### config.mk
export PLATFORM = sky130hd
export DESIGN_NAME = rcv_block_fifo
export DESIGN_NICKNAME = d
export VERILOG_FILES = /design/src/rtl/aes_io_pkg.sv /design/src/rtl/blk_packer.sv /design/src/rtl/rcv_block_fifo.sv
export SDC_FILE = /design/constraint.sdc
export NUM_CORES = 1
export LEC_CHECK = 0
export BUFFER_PORTS_ARGS = -buffer_cell sky130_fd_sc_hd__buf_4
export CAP_MARGIN = 10
export CORE_ASPECT_RATIO = 1.75
export CORE_MARGIN = 3
export CORE_UTILIZATION = 48
export CTS_BUF_LIST = sky130_fd_sc_hd__clkbuf_4
export CTS_CLUSTER_DIAMETER = 120
export DETAILED_ROUTE_END_ITERATION = 8
export MAX_ROUTING_LAYER = met4
export PLACE_DENSITY_LB_ADDON = 0.15
export SETUP_SLACK_MARGIN = 0.05
export SLEW_MARGIN = 10
export SYNTH_ARGS = -nofsm -noshare
export SYNTH_HDL_FRONTEND = slang
export SYNTH_SLANG_ARGS = --single-unit
### constraint.sdc
create_clock -name HCLK -period 25.9 [get_ports HCLK]
set_clock_uncertainty 0.15 [all_clocks]
set_input_delay 1.295 -clock HCLK [delete_from_list [all_inputs] [get_ports HCLK]]
set_output_delay 1.295 -clock HCLK [all_outputs]
set_load 0.005 [all_outputs]
### src/rtl/aes_io_pkg.sv
// Shared types and constants for the AES I/O path: bus/cipher widths, block type,
// and the receive packer state encoding.
package aes_io_pkg;

   localparam int AES_WORD_W  = 32;
   localparam int AES_BLOCK_W = 128;

   typedef logic [AES_BLOCK_W-1:0] block_t;

   typedef enum logic [1:0] {
      IDLE = 2'd0,
      FILL = 2'd1,
      ERR  = 2'd2
   } rx_state_t;

   // Index width that stays legal when a block holds a single word.
   function automatic int idx_width(input int wpb);
      return (wpb > 1) ? $clog2(wpb) : 1;
   endfunction

endpackage

### src/rtl/blk_packer.sv
// Packs bus words into cipher blocks (first word most significant) and produces
// a one-cycle commit strobe, the next-slot index and the sticky framing error.
module blk_packer
   import aes_io_pkg::*;
#(
   parameter  int WORD_W  = AES_WORD_W,
   parameter  int BLOCK_W = AES_BLOCK_W,
   localparam int WPB     = BLOCK_W / WORD_W,
   localparam int IDX_W   = idx_width(WPB)
)(
   input  logic               i_clk,
   input  logic               i_rst,
   input  logic               i_wr_en,
   input  logic [WORD_W-1:0]  i_wr_word,
   input  logic               i_wr_last,
   input  logic               i_fix_error,
   input  logic               i_no_room,
   output logic               o_commit,
   output logic [BLOCK_W-1:0] o_block,
   output logic [IDX_W-1:0]   o_word_idx,
   output logic               o_error
);

   localparam logic [IDX_W-1:0] LAST_IDX = IDX_W'(WPB - 1);

   rx_state_t          r_state;
   rx_state_t          w_state_nxt;
   logic [IDX_W-1:0]   r_idx;
   logic [IDX_W-1:0]   w_idx_nxt;
   logic [BLOCK_W-1:0] r_pack;
   logic [BLOCK_W-1:0] w_pack;
   logic               w_accept;
   logic               w_at_last;

   assign w_accept  = i_wr_en && (r_state != ERR) && !i_fix_error;
   assign w_at_last = (r_idx == LAST_IDX);

   // Current word merged into its slot; at the last slot this is the committed block.
   always_comb begin
      w_pack = r_pack;
      for (int k = 0; k < WPB; k++) begin
         if (r_idx == IDX_W'(k)) begin
            w_pack[BLOCK_W-1-k*WORD_W -: WORD_W] = i_wr_word;
         end
      end
   end

   always_comb begin
      w_state_nxt = r_state;
      w_idx_nxt   = r_idx;
      o_commit    = 1'b0;
      case (r_state)
         ERR: begin
            if (i_fix_error) begin
               w_state_nxt = IDLE;
               w_idx_nxt   = '0;
            end
         end
         default: begin
            if (i_fix_error) begin
               w_state_nxt = IDLE;
               w_idx_nxt   = '0;
            end else if (w_accept) begin
               if (w_at_last) begin
                  w_idx_nxt = '0;
                  if (i_no_room) begin
                     w_state_nxt = ERR;
                  end else begin
                     o_commit    = 1'b1;
                     w_state_nxt = IDLE;
                  end
               end else if (i_wr_last) begin
                  w_state_nxt = ERR;
                  w_idx_nxt   = '0;
               end else begin
                  w_state_nxt = FILL;
                  w_idx_nxt   = r_idx + IDX_W'(1);
               end
            end
         end
      endcase
   end

   always_ff @(posedge i_clk or posedge i_rst) begin
      if (i_rst) begin
         r_state <= IDLE;
         r_idx   <= '0;
         r_pack  <= '0;
      end else begin
         r_state <= w_state_nxt;
         r_idx   <= w_idx_nxt;
         if (w_accept) begin
            r_pack <= w_pack;
         end
      end
   end

   assign o_block    = w_pack;
   assign o_word_idx = r_idx;
   assign o_error    = (r_state == ERR);

endmodule

### src/rtl/rcv_block_fifo.sv
// Receive block FIFO: word packer feeding a DEPTH-entry first-word-fall-through block ring.
// Optional almost_full output is built when RCV_BLK_AFULL_EN is defined.
module rcv_block_fifo
   import aes_io_pkg::*;
#(
   parameter  int WORD_W    = AES_WORD_W,
   parameter  int BLOCK_W   = AES_BLOCK_W,
   parameter  int DEPTH     = 4,
   parameter  int AFULL_LVL = 3,
   localparam int IDX_W     = idx_width(BLOCK_W / WORD_W),
   localparam int CNT_W     = $clog2(DEPTH + 1)
)(
   input  logic               HCLK,
   input  logic               HRESET,
   input  logic               wr_word_en,
   input  logic [WORD_W-1:0]  wr_word,
   input  logic               wr_last,
   input  logic               fix_error,
   input  logic               blk_deq,
   output logic [BLOCK_W-1:0] blk_out,
   output logic               full,
   output logic               empty,
   output logic [CNT_W-1:0]   count,
   output logic [IDX_W-1:0]   word_idx,
   output logic               framing_error
`ifdef RCV_BLK_AFULL_EN
   ,output logic              almost_full
`endif
);

   localparam int               PTR_W   = $clog2(DEPTH);
   localparam logic [CNT_W-1:0] DEPTH_C = CNT_W'(DEPTH);

   logic [BLOCK_W-1:0] r_mem [DEPTH];
   logic [PTR_W-1:0]   r_wptr;
   logic [PTR_W-1:0]   r_rptr;
   logic [CNT_W-1:0]   r_count;
   logic [CNT_W-1:0]   w_count_nxt;
   logic               r_full;
   logic               r_empty;
   logic               w_commit;
   logic               w_deq;
   logic               w_no_room;
   logic [BLOCK_W-1:0] w_block;

   // A dequeue in the same cycle frees the slot, so a full FIFO still accepts the commit.
   assign w_deq     = blk_deq && !r_empty;
   assign w_no_room = r_full && !blk_deq;

   blk_packer #(
      .WORD_W  (WORD_W),
      .BLOCK_W (BLOCK_W)
   ) u_packer (
      .i_clk       (HCLK),
      .i_rst       (HRESET),
      .i_wr_en     (wr_word_en),
      .i_wr_word   (wr_word),
      .i_wr_last   (wr_last),
      .i_fix_error (fix_error),
      .i_no_room   (w_no_room),
      .o_commit    (w_commit),
      .o_block     (w_block),
      .o_word_idx  (word_idx),
      .o_error     (framing_error)
   );

   always_comb begin
      w_count_nxt = r_count;
      case ({w_commit, w_deq})
         2'b10:   w_count_nxt = r_count + CNT_W'(1);
         2'b01:   w_count_nxt = r_count - CNT_W'(1);
         default: w_count_nxt = r_count;
      endcase
   end

   always_ff @(posedge HCLK or posedge HRESET) begin
      if (HRESET) begin
         r_wptr  <= '0;
         r_rptr  <= '0;
         r_count <= '0;
         r_full  <= 1'b0;
         r_empty <= 1'b1;
      end else begin
         if (w_commit) begin
            r_wptr <= r_wptr + PTR_W'(1);
         end
         if (w_deq) begin
            r_rptr <= r_rptr + PTR_W'(1);
         end
         r_count <= w_count_nxt;
         r_full  <= (w_count_nxt == DEPTH_C);
         r_empty <= (w_count_nxt == '0);
      end
   end

   always_ff @(posedge HCLK or posedge HRESET) begin
      if (HRESET) begin
         for (int i = 0; i < DEPTH; i++) begin
            r_mem[i] <= '0;
         end
      end else if (w_commit) begin
         r_mem[r_wptr] <= w_block;
      end
   end

`ifdef RCV_BLK_AFULL_EN
   localparam logic [CNT_W-1:0] AFULL_C = CNT_W'(AFULL_LVL);
   logic r_afull;

   always_ff @(posedge HCLK or posedge HRESET) begin
      if (HRESET) begin
         r_afull <= 1'b0;
      end else begin
         r_afull <= (w_count_nxt >= AFULL_C);
      end
   end

   assign almost_full = r_afull;
`else
   logic w_unused_afull;
   assign w_unused_afull = ^AFULL_LVL;
`endif

   assign blk_out = r_mem[r_rptr];
   assign full    = r_full;
   assign empty   = r_empty;
   assign count   = r_count;

endmodule

==> impl_results.md <==
* Global-route usage over all layers at 22.59%
* Peak Freq at 183.1 MHz
* DIE HEIGHT at 344.1 um
* Period Utilization, post-route at between 20% and 30%
* Max stage delay cell, worst path: buf_4
* Synth Flop Type: dfrtp_1
* Share of total power in the clock network at between 30 and 40%
* Average wire per standard cell at 25.47 um
* Required time at the worst-slack endpoint at between 20000 and 25000 ps
* Vias at 16200
* Proportion of power drawn by flip-flops and latches at 48.1%
* Largest fanout of any net on the critical path at 50
* Routability Congestion at around 0.72
* Ratio of cells with drive above 1 in the final layout at 65.68%
* Antenna-violating nets left at 0
* Syn Nets at 1771
* Area of the mapped netlist at between 30000 and 40000 um2
* Number of storage elements in the synthesis netlist at 653
* Ys Warns at 0
* Final hold viol count at 0
* Worst supply voltage drop on vdd at 0.00004621 V
* Number of vias per cell after detailed routing at 5.627
* CTS tree: done
* Initial Utilization at 48.62%
* Master cell of the clock root buffer: clkbuf_4
* DRC violation count after routing at 0
* Buffers from clock root to sink, at most at 3
* Cell repeated most along the worst path: buf_4
* Synthesized area per cell at around 18 um2
* Number of input and output port buffers inserted at 173
* Critical path data arrival time at 4020 ps
* Final max-slew violation count at 0
* Synthesis-to-finish area growth at 9.774%
* Relative slew margins at 26.04%
* Post-detailed-placement half-perimeter wirelength at 42670 um
* Final-layout setup total negative slack at 0 ps
* Outcome: complete, no violations
* Worst path max stage delay at approximately 800 ps
* Number of enable-type register cells in the synthesized netlist at 0
* Gate power share at between 15 and 20%
* Kind of start point of the critical path: register
* Layout Cells excl Fill at ~2900
* Cell count after placement at approximately 2600
* Number of setup violations in the final report at 0
* Final net count at between 2000 and 2500
* Clock period minus final worst setup slack at 5460 ps
* Cts bufs inserted at 158
* Gate count after technology mapping at 1723
* Cell taking the most area after synthesis: dfrtp_1
* Fraction of power spent switching nets at 29.25%
* Biggest area contributors in the synthesized netlist: dfrtp_1, mux2_4, mux2_2
* GRT overflow at 0
* Number of global-route vias before repair at 18420
* Distinct cell type count of the synthesized netlist at 36
* Buffers inserted during post-CTS setup optimization at 0
* Power density over the cells at 69.83 nW/um2
* Hold Path Class: primary input to async pin
* First-pass GRT wire length at 113800 um
* Fill cell instance count of the final layout at approximately 5300
* Area of the core region at 64480 um2
* Util after Layout at 53.37%
* RSZ-0062 raised after global routing: false
* Share of synthesized registers carrying an async set or reset at 100.0%
* Part of the Yosys area used for sequential elements at a little over half
* CTS sink cnt at 653
* Total net switching power at 0.7029 mW
* Initial DRT Pass Iterations at 4
* # rows at 123
* Die Footprint at around 69000 um2
* Maximum number of pins on one net before global-route repair at slightly above 90
* Final Total Pwr at 2.403 mW
* CP Cell Sequence: buf_4, buf_4, mux4_2, buf_4
* Clock insertion delay at the later pin of the skew report at 920 ps
* Top-level I/O count at 174
* Number of violations reported at the end of detailed-routing iteration 0 at around 800
* Hold-fix buffers, CTS at 0
* Horiz. Die Dim at 199.2 um
* H-tree levels at 4
* Share of Yosys cell area claimed by the top area cell type at 52.05%
* Slew at the pin closest to its max-slew limit at roughly 1100 ps
* Critical path class: register to output pin
* Hold Slack at 298.9 ps
* Antenna violations before repair at 8
* Total leakage power at 16.45 nW
* Internal Dissipation at 1.700 mW
* Number of gates resized after CTS at 0
* Crit end category: output pin
* Clock-pin slew on the worst setup and hold paths at ~70 ps
* Total detailed-routing wirelength at 73330 um
* Reported max-cap violation count at 0
-- stage by stage --
stage / area, um2 / worst slack [ps]
global placement: 32550 / 20420
finish: 34410 / 20440
CTS: 34400 / 20230
global route: 34410 / 20260
floorplan: 31350 / 6159
detailed placement: 32550 / 20250
-- layout make-up --
type                            instances  area [um2]  area share, %
Sequential cell                       653       16350          47.51
Clock inverter                         32       187.7         0.5454
Antenna cell                            4       10.01        0.02909
Multi-Input combinational cell        948       13620          39.58
Tap cell                              812        1016          2.952
Inverter                                6       35.03         0.1018
Clock buffer                          222        1667          4.843
Timing Repair Buffer                  202        1529          4.443
-- cell families (layout without fill, tap and decap cells) --
family                   Yosys count  in the layout  synth area share (%)
XOR/XNOR                           6              6                0.1676
flip-flops                       653            653                 52.13
other                              0              4                     0
adder cells (fa/ha/maj)           10             10                0.4231
AND/OR/NAND/NOR                   25             25                0.7025
buffers and inverters            122            462                 4.482
AO/OA/AOI/OAI                      9              9                0.2116
multiplexers                     898            898                 41.88
-- state kept, by name (all words and copies together) (netlist names) --
signal and cells:
count 3, empty 1, full 1, r_mem 512
r_rptr 2, r_wptr 2, u_packer.o_word_idx 2, u_packer.r_pack 128
u_packer.r_state 2
-- metal layers --
metal / global-route usage (%) / routed length (um) / vias to the layer above / part of all wire (%)
li1: - / - / 6919 / -
met1: 30.11 / 32190 / 8824 / 44
met2: 35.54 / 36470 / 347 / 50
met3: 4.085 / 3201 / 110 / 4.4
met4: 7.195 / 1470 / 0 / 2.0
met5: - / 0 / - / 0
-- power by group through the flow --
stage | Sequential (mW) | Combinational, mW | Clock, mW
after floorplan | 1.13 | 0.358 | 0
after global placement | 1.17 | 0.423 | 0
after detailed placement | 1.18 | 0.435 | 0
after CTS | 1.16 | 0.436 | 0.858
after global routing | 1.17 | 0.462 | 0.906
final | 1.16 | 0.424 | 0.822
-- critical path: cells and delay by family, from the launching register on --
kind,cells,cell delay (ps)
muxes,1,490
buffers and inverters,3,1750
DFF,1,790
-- cell usage in the layout, fill, tap and decap left out, types with 2 or more instances in the layout --
| master | instances |
|---|---|
| nor3_1 | 2 |
| clkbuf_4 | 222 |
| clkinvlp_4 | 2 |
| mux4_2 | 128 |
| ha_2 | 4 |
| nand2_1 | 5 |
| clkinv_2 | 2 |
| xnor2_1 | 5 |
| clkinv_1 | 18 |
| nor4_4 | 4 |
| nand2b_4 | 2 |
| diode_2 | 4 |
| inv_2 | 7 |
| nor2_1 | 2 |
| ha_1 | 5 |
| dfrtp_1 | 650 |
| inv_1 | 4 |
| dfrtp_4 | 2 |
| buf_4 | 201 |
| mux2_2 | 350 |
| a21oi_1 | 3 |
| a22o_1 | 2 |
| mux2_4 | 420 |
| bufinv_16 | 2 |
| nor2b_1 | 2 |
-- cells in the mapped netlist (3+ instances only) --
cell / number
dfrtp_1: 652
clkbuf_1: 21
nand2_1: 5
buf_2: 26
mux4_2: 128
inv_1: 5
ha_1: 9
buf_4: 9
xnor2_1: 5
buf_6: 4
a21oi_1: 3
nor4_4: 4
nor2_1: 3
buf_1: 4
mux2_4: 420
mux2_2: 350
buf_12: 52
-- worst paths after layout --
kind	from	endpoint	slack [ps]	depth (start not counted)
worst max-delay path	r_rptr[1]	blk_out[4]	20440	4
worst min-delay path	HRESET	r_mem[481]	300	2
worst max register to register	u_packer.o_word_idx[0]	r_mem[144]	21000	8
worst min register to register	r_mem[102]	r_mem[102]	350	1
max in group asynchronous	HRESET	r_mem[239]	21360	6
min in group HCLK	r_mem[102]	r_mem[102]	350	1
Power figures use the tool's default switching activity.
